`config.mk`:
```
export PLATFORM = sky130hd
export DESIGN_NAME = pc_gen_unit
export DESIGN_NICKNAME = d
export VERILOG_FILES = /design/src/rtl/pc_gen_unit.sv
export SDC_FILE = /design/constraint.sdc
export NUM_CORES = 1
export LEC_CHECK = 0
export ABC_AREA = 1
export BUFFER_PORTS_ARGS = -buffer_cell sky130_fd_sc_hd__buf_2
export CAP_MARGIN = 20
export CORE_ASPECT_RATIO = 0.5
export CORE_MARGIN = 10
export CORE_UTILIZATION = 60
export CTS_CLUSTER_DIAMETER = 120
export DETAILED_ROUTE_END_ITERATION = 10
export HOLD_SLACK_MARGIN = 0.12
export PLACE_DENSITY = 0.89
export SLEW_MARGIN = 20
export SYNTH_ARGS = -nofsm -noshare
export SYNTH_HDL_FRONTEND = slang
export SYNTH_SLANG_ARGS = --single-unit
```
`constraint.sdc`:
```
create_clock -name clk -period 3.5 [get_ports clk]
set_input_delay 0.525 -clock clk [delete_from_list [all_inputs] [get_ports clk]]
set_output_delay 0.525 -clock clk [all_outputs]
set_load 0.02 [all_outputs]
```
`src/rtl/pc_gen_unit.sv`:
```
// PC owner for the multi-cycle core: issues fetches over valid/ready, waits for
// execute to resolve, then selects the next PC with misaligned-target trapping.
module pc_gen_unit #(
  parameter int unsigned     XLEN     = 32,
  parameter logic [XLEN-1:0] RESET_PC = 32'h8000_0000,
  parameter int unsigned     IALIGN   = 4,
  parameter int unsigned     CNT_W    = 32
) (
  input  logic              clk,
  input  logic              rst_n,
  output logic              fetch_valid,
  input  logic              fetch_ready,
  output logic [XLEN-1:0]   fetch_pc,
  input  logic              res_valid,
  input  logic [2:0]        branch,
  input  logic              zero,
  input  logic              less,
  input  logic [XLEN-1:0]   imm,
  input  logic [XLEN-1:0]   rs1,
  input  logic [XLEN-1:0]   mtvec,
  input  logic              halt,
  output logic              trap_valid,
  output logic [XLEN-1:0]   trap_pc,
  output logic [1:0]        pc_src,
  output logic              halted,
  output logic [CNT_W-1:0]  retire_cnt
);

  typedef enum logic [1:0] {
    ST_BOOT,
    ST_FETCH,
    ST_EXEC,
    ST_HALT
  } state_t;

  localparam logic [1:0]      SRC_SEQ   = 2'b00;
  localparam logic [1:0]      SRC_REL   = 2'b01;
  localparam logic [1:0]      SRC_JR    = 2'b10;
  localparam logic [1:0]      SRC_TRAP  = 2'b11;
  localparam logic [XLEN-1:0] STEP      = XLEN'(4);
  localparam logic [XLEN-1:0] ALIGN_MSK = XLEN'(IALIGN - 1);
  localparam logic [XLEN-1:0] JR_MSK    = {{(XLEN-1){1'b1}}, 1'b0};
  localparam logic [XLEN-1:0] VEC_MSK   = {{(XLEN-2){1'b1}}, 2'b00};

  state_t          state;
  logic [XLEN-1:0] pc;
  logic [XLEN-1:0] seq_pc;
  logic [XLEN-1:0] rel_pc;
  logic [XLEN-1:0] jr_pc;
  logic [XLEN-1:0] target;
  logic [1:0]      sel;
  logic            misalign;

  assign fetch_pc = pc;

  always_comb begin
    seq_pc = pc + STEP;
    rel_pc = pc + imm;
    jr_pc  = (rs1 + imm) & JR_MSK;
    sel    = SRC_SEQ;
    unique case (branch)
      3'b001:  sel = SRC_REL;
      3'b010:  sel = SRC_JR;
      3'b100:  sel = zero  ? SRC_REL : SRC_SEQ;
      3'b101:  sel = zero  ? SRC_SEQ : SRC_REL;
      3'b110:  sel = less  ? SRC_REL : SRC_SEQ;
      3'b111:  sel = less  ? SRC_SEQ : SRC_REL;
      default: sel = SRC_SEQ;
    endcase
    unique case (sel)
      SRC_REL: target = rel_pc;
      SRC_JR:  target = jr_pc;
      default: target = seq_pc;
    endcase
    // Sequential PC is always aligned, so only taken targets can trap.
    misalign = (sel != SRC_SEQ) && ((target & ALIGN_MSK) != '0);
  end

  always_ff @(posedge clk or negedge rst_n) begin
    if (!rst_n) begin
      state       <= ST_BOOT;
      pc          <= RESET_PC;
      fetch_valid <= 1'b0;
      trap_valid  <= 1'b0;
      trap_pc     <= '0;
      pc_src      <= SRC_SEQ;
      halted      <= 1'b0;
      retire_cnt  <= '0;
    end else begin
      trap_valid <= 1'b0;
      unique case (state)
        ST_BOOT: begin
          if (halt) begin
            state  <= ST_HALT;
            halted <= 1'b1;
          end else begin
            state       <= ST_FETCH;
            fetch_valid <= 1'b1;
          end
        end
        ST_FETCH: begin
          // A handshake in the same cycle takes priority over halt.
          if (fetch_ready) begin
            state       <= ST_EXEC;
            fetch_valid <= 1'b0;
          end else if (halt) begin
            state       <= ST_HALT;
            fetch_valid <= 1'b0;
            halted      <= 1'b1;
          end
        end
        ST_EXEC: begin
          if (res_valid) begin
            retire_cnt <= retire_cnt + CNT_W'(1);
            if (misalign) begin
              pc         <= mtvec & VEC_MSK;
              pc_src     <= SRC_TRAP;
              trap_pc    <= target;
              trap_valid <= 1'b1;
            end else begin
              pc     <= target;
              pc_src <= sel;
            end
            if (halt) begin
              state  <= ST_HALT;
              halted <= 1'b1;
            end else begin
              state       <= ST_FETCH;
              fetch_valid <= 1'b1;
            end
          end
        end
        ST_HALT: begin
          state <= ST_HALT;
        end
        default: begin
          state <= ST_BOOT;
        end
      endcase
    end
  end

endmodule

```
[After elaboration in Yosys (flattened, before gate mapping)]
Cells that the tools add are included.
Storage, ports and cells
  memories kept: 0
  input port bits: 106
  flip-flop bits (word level): 103
  latch bits: 0
  memory bits (read-only): 0
  RAM bits: 0
  logic and storage cells: 61
Operators by class
  $mul: 0
  bitwise gates (word level): 0
  magnitude comparators: 0
  divide/modulo/power cells: 0
  equality and inequality tests: 14
  reductions and logical operators: 10
  $add $sub $neg: 4
  mux-type cells: 25
  shifts and indexed selects: 0
Operators by type and width (count)
  $add A32 B32 Y32: 2
  $pmux W32 S2: 1
  $add A32 B1 Y32 const B: 1
  $add A32 B3 Y32 const B: 1
  $mux W32: 1
  $reduce_bool A32 Y1: 1
  $mux W1: 14
  $eq A3 B3 Y1 const B: 4
  $pmux W2 S6: 1
  $mux W2: 5
  $reduce_and A3 Y1: 3
  $pmux W2 S4: 1
  $eq A2 B2 Y1 const B: 3
  $pmux W1 S3: 2
  $eq A2 B1 Y1 const B: 2
  $ne A2 B2 Y1 const B: 2
  $reduce_and A2 Y1: 2
  $eq A3 B1 Y1 const B: 1
  $eq A3 B2 Y1 const B: 1
  $ne A3 B3 Y1 const B: 1
  $reduce_bool A3 Y1: 1
  $logic_not A2 Y1: 1
  $reduce_bool A2 Y1: 1
  $logic_and A1 B1 Y1: 1

[Longest topological paths before layout]
  depth after elaboration: 9
  mapped depth: 18

[Worst setup path after synthesis]
Ideal clock, no wire load.
  kind: input to register
  from: input branch[1]
  to: register pc[24], in the netlist fetch_pc[24]
  arrival: 2372 ps
  setup time: 118 ps
  path slack: 1010 ps
  path buffers: 1
  data required time: 3382 ps
  cell stages on the path: 16
  cell sequence: inv_1 -> o311ai_0 -> nand2_1 -> ha_1 -> inv_2 -> nand3_1 -> nand2_1 -> a31oi_1 -> a21oi_1 -> nand2_1 -> inv_2 -> buf_2 -> nand2_1 -> o21ai_0 -> inv_1 -> nand2_1
Between the ends
  cells in the longest elaborated chain, start to end: 7
  elaborated cells on any way between the ends: 14
  classes of those cells: 8 x eq/ne; 3 x mux; 3 x reduce/logical
Ends and longest elaborated chain
  from (decl): line 15  | input logic [2:0] branch,
  $eq A3 B3 Y1, or another cell as far along: line 61  | unique case (branch)
  $pmux W2 S6 (*): line 61
  $eq A2 B2 Y1 / $eq A2 B1 Y1 (equally long branches): line 70  | unique case (sel)
  $pmux W32 S2: line 70
  $reduce_bool A32 Y1: line 76  | misalign = (sel != SRC_SEQ) && ((target & ALIGN_MSK) != '0);
  $logic_and A1 B1 Y1: line 76
  $mux W32 (*): line 115  | if (misalign) begin
  to (signal assigned): line 116  | pc <= mtvec & VEC_MSK;
  to (signal assigned): line 121  | pc <= target;
  to (decl): line 46  | logic [XLEN-1:0] pc;
Every way passes the cells marked *; elsewhere a longest branch is shown, timed or not.
A chain may end at the register's enable or synchronous reset.

[Worst setup path in the final report]
  from: input branch[0]
  to: register pc[13], in the netlist fetch_pc[13]
The elaborated chain is that of the path after synthesis.

==> flow_metrics.tcl <==
set metrics [dict create \
    critical_path_buf_inv_count 4 \
    r2r-start "fetch_pc[0]" \
    status "complete, no violations" \
    synth.top_cells.by_area "dfrtp_1 (25%), nand2_1 (24%), inv_1 (9.6%), ha_1 (7.9%), nand3_1 (7.8%)" \
    cellInternalPower_mw 2.88 \
    power_density_nw_per_um2 477 \
    critical_path_cell_count 14 \
    maximum_number_of_pins_on_one_net_before_global_route_repair 56 \
    worst_slew_pin_slew_ps 614 \
    cts.hold.buffers_added 0 \
    power.share.sequential_pct 29.7 \
    crit-reg2reg-capture "trap_pc[12]" \
    crit_end "fetch_pc[13]" \
    htree_num_levels 3 \
    grt_antenna_before_repair 5 \
    p_clk_share_pct 16.5 \
    number_of_resized_instances_in_the_post_cts_repair_step 0 \
    setup.reg_to_reg.worst_slack_ps 730 \
    route.vias.total 11900 \
    rsz_0062_raised_after_global_routing "no" \
    crit_path_start_kind "input pin" \
    std_cell_rows 33 \
    antenna_violating_nets_post_route 0 \
    fin_crit_ps 2850 \
    syn_to_final_growth_pct 15.1 \
    cts_buffers 9 \
    buffer_ports.inserted 204 \
    path_common_cell "nand3_1" \
    synth_area_leader_cell "dfrtp_1" \
    required_ps 3780 \
    crit_path_capture_type "register" \
    syn_area_um2 10400 \
    num_io_pins 207 \
    initial_core_utilization_pct 62.4 \
    hold_path.class "in2async" \
    synthCells 1736 \
    final_layout_size_suffix_gt1_share_pct 13.8 \
    final.period_utilization_pct 81.3 \
    routed_vias_inst 5.46 \
    crit_path_max_incr_delay_ps 410 \
    synth_ff_type "dfrtp_1" \
    tritoncts_num_sinks 103 \
    die_height_um 113 \
    layout.cells.most_common_list "nand2_1 (655), inv_1 (266), buf_2 (203)" \
    cp_cell_instances "buf_2 -> o311ai_0 -> nand2_1 -> ha_1 -> inv_2 -> nand3_1 -> nand2_1 -> a31oi_1 -> a21oi_1 -> inv_1 -> nand2_2 -> inv_2 -> nand3_1 -> nand3_1" \
    total_routing_usage_reported_by_global_routing_pct 29.6 \
    number_of_global_route_vias_before_repair 11000 \
    critPathTopFamily "compound AO/OA/AOI/OAI gates" \
    layout.cells.most_common "nand2_1" \
    clk_pin_slew_worst_paths_ps 70 \
    gpl.final_weighted_congestion 0.982 \
    cts.path.max_buffers 2 \
    ir_worst_vdd_uv 347 \
    crit_arrival_ps 3130 \
    fillers 1523 \
    drt_first_iter_violations 1158 \
    critical_path_class "in2reg" \
    fin_skew_ps 10.8 \
    globalRoute.totalOverflow 0 \
    total_switching_power_mw 2.84 \
    synthArstFlopShare_pct 100 \
    tritoncts "done" \
    ys_seq_elements 103 \
    cts.repair_timing.setup_buffer_count 0 \
    floorplan.core_area_um2 16700 \
    total_chip_power_mw 5.72 \
    power.share.combinational_pct 53.9 \
    post_synth.cell_area_avg_um2 6.00 \
    cp_max_fo 24 \
    maxSlewViolCount 0 \
    setup_violations 0 \
    synth_edf_count 0 \
    synth_sequential_area_ratio_pct 24.8 \
    r2r_cells 13 \
    cap_violations 0 \
    critical-path-slowest-cell "ha_1" \
    synth_top_area_share_pct 24.5 \
    final_core_utilization_pct 71.8 \
    synthDistinctLibCells 46 \
    drtPass1Iterations 7 \
    hold_violations 0 \
    drc 0 \
    timing.max_slew.rel_slack_pct 59.0 \
    clock_latency_ps 350 \
    route.detailed.wl_per_inst_um 16.3 \
    tns_ps 0 \
    ctsRootBufferMaster "clkbuf_16" \
    fp.dieW_um 206 \
    cp-startpoint "branch[0]" \
    postSynthNetCount 1910 \
    grt_pass1_wl_um 55900 \
    cellLeakagePower_nw 6.91 \
    final_nets 2110 \
    place_hpwl_um 29300 \
    finalWirelength_um 35400 \
    clock.fmax_mhz 351 \
    sw_share_pct 49.6 \
    design.die.area_um2 23300 \
    yosys_warnings 0 \
]
==> kinds of logic (layout without fill, tap and decap cells) <==
| family | after synthesis | after routing | synth area share, % |
|---|---|---|---|
| AOI/OAI and AO/OA | 163 | 163 | 8.92 |
| adders and majority gates | 68 | 68 | 8.32 |
| xor gates and xnor gates | 48 | 48 | 4.04 |
| DFF | 103 | 103 | 24.8 |
| and+or+nand+nor | 1054 | 1054 | 43.0 |
| other | 0 | 3 | 0 |
| buffers and inverters | 300 | 505 | 10.9 |
==> synth_stat cells (all sizes together), types with 3 or more instances <==
| library cell | number |
|---|---|
| a21boi | 7 |
| nor2 | 130 |
| xor2 | 33 |
| nand3 | 167 |
| o21bai | 13 |
| clkbuf | 15 |
| a21oi | 59 |
| xnor2 | 15 |
| buf | 11 |
| inv | 274 |
| nor3 | 40 |
| o21ai | 60 |
| dfrtp | 102 |
| o22ai | 3 |
| nand3b | 13 |
| o211ai | 7 |
| ha | 66 |
| nand4 | 20 |
| o31ai | 3 |
| nor4 | 10 |
| and2 | 5 |
| or2 | 7 |
| nand2 | 661 |
==> worst register-to-register path, stage by stage (launching register included) <==
cell,delay [ps]
dfrtp_1,440
ha_1,260
fa_1,420
nand2_1,140
nand2_1,70
nand2_1,50
nand2_1,130
nand3_1,110
nand3_1,140
nand2_1,90
nand2_1,40
o21ai_0,360
a21oi_1,220
o21ai_0,210
==> sequential cells by signal, indices dropped and copies added (netlist names) <==
signal       count
halted           1
pc_src           2
fetch_valid      1
trap_pc         32
trap_valid       1
state            2
fetch_pc        32
retire_cnt      32
==> worst min-delay path by stage <==
| stage | endpoint | slack, ps | startpoint |
|---|---|---|---|
| floorplan | fetch_pc[0] | 230 | rst_n |
| global placement | halted | 450 | halted |
| detailed placement | halted | 450 | halted |
| CTS | state[0] | 210 | rst_n |
| global route | halted | 230 | rst_n |
| finish | state[0] | 190 | rst_n |
==> metal layers <==
| metal | vias to the layer above | track usage [%] | wire length, um |
|---|---|---|---|
| li1 | 5910 | - | - |
| met1 | 5290 | 40.9 | 15100 |
| met2 | 587 | 44.3 | 14600 |
| met3 | 60 | 8.77 | 4870 |
| met4 | 4 | 7.30 | 765 |
| met5 | - | 0 | 15 |
==> stage by stage <==
stage	hold WS, ps	setup WS [ps]	std cells	instance area (um^2)
floorplan	229	1010	1736	10400
global placement	454	512	2152	11700
detailed placement	453	403	2152	11700
CTS	213	737	2168	12000
global route	230	555	2169	12000
finish	189	655	2171	12000
==> final cells by class <==
| cell class | instances | area [um^2] | share of cell area (%) |
|---|---|---|---|
| inverter | 274 | 1030 | 8.58 |
| sequential | 103 | 2580 | 21.5 |
| clock buffer | 12 | 236 | 1.97 |
| clock inverter | 4 | 31.3 | 0.261 |
| antenna | 3 | 7.51 | 0.0627 |
| timing repair buffer | 215 | 1120 | 9.34 |
| tap | 227 | 284 | 2.37 |
| multi-input combinational | 1333 | 6700 | 55.9 |
==> power groups by stage <==
stage	Clock, mW	Sequential (mW)	Combinational [mW]
final	0.941	1.70	3.08
after global routing	0.988	1.70	3.46
after CTS	0.940	1.67	3.02
after detailed placement	0	1.69	3.01
after global placement	0	1.68	2.96
after floorplan	0	1.80	1.94
Note: power is estimated with default switching activity, not from simulation.
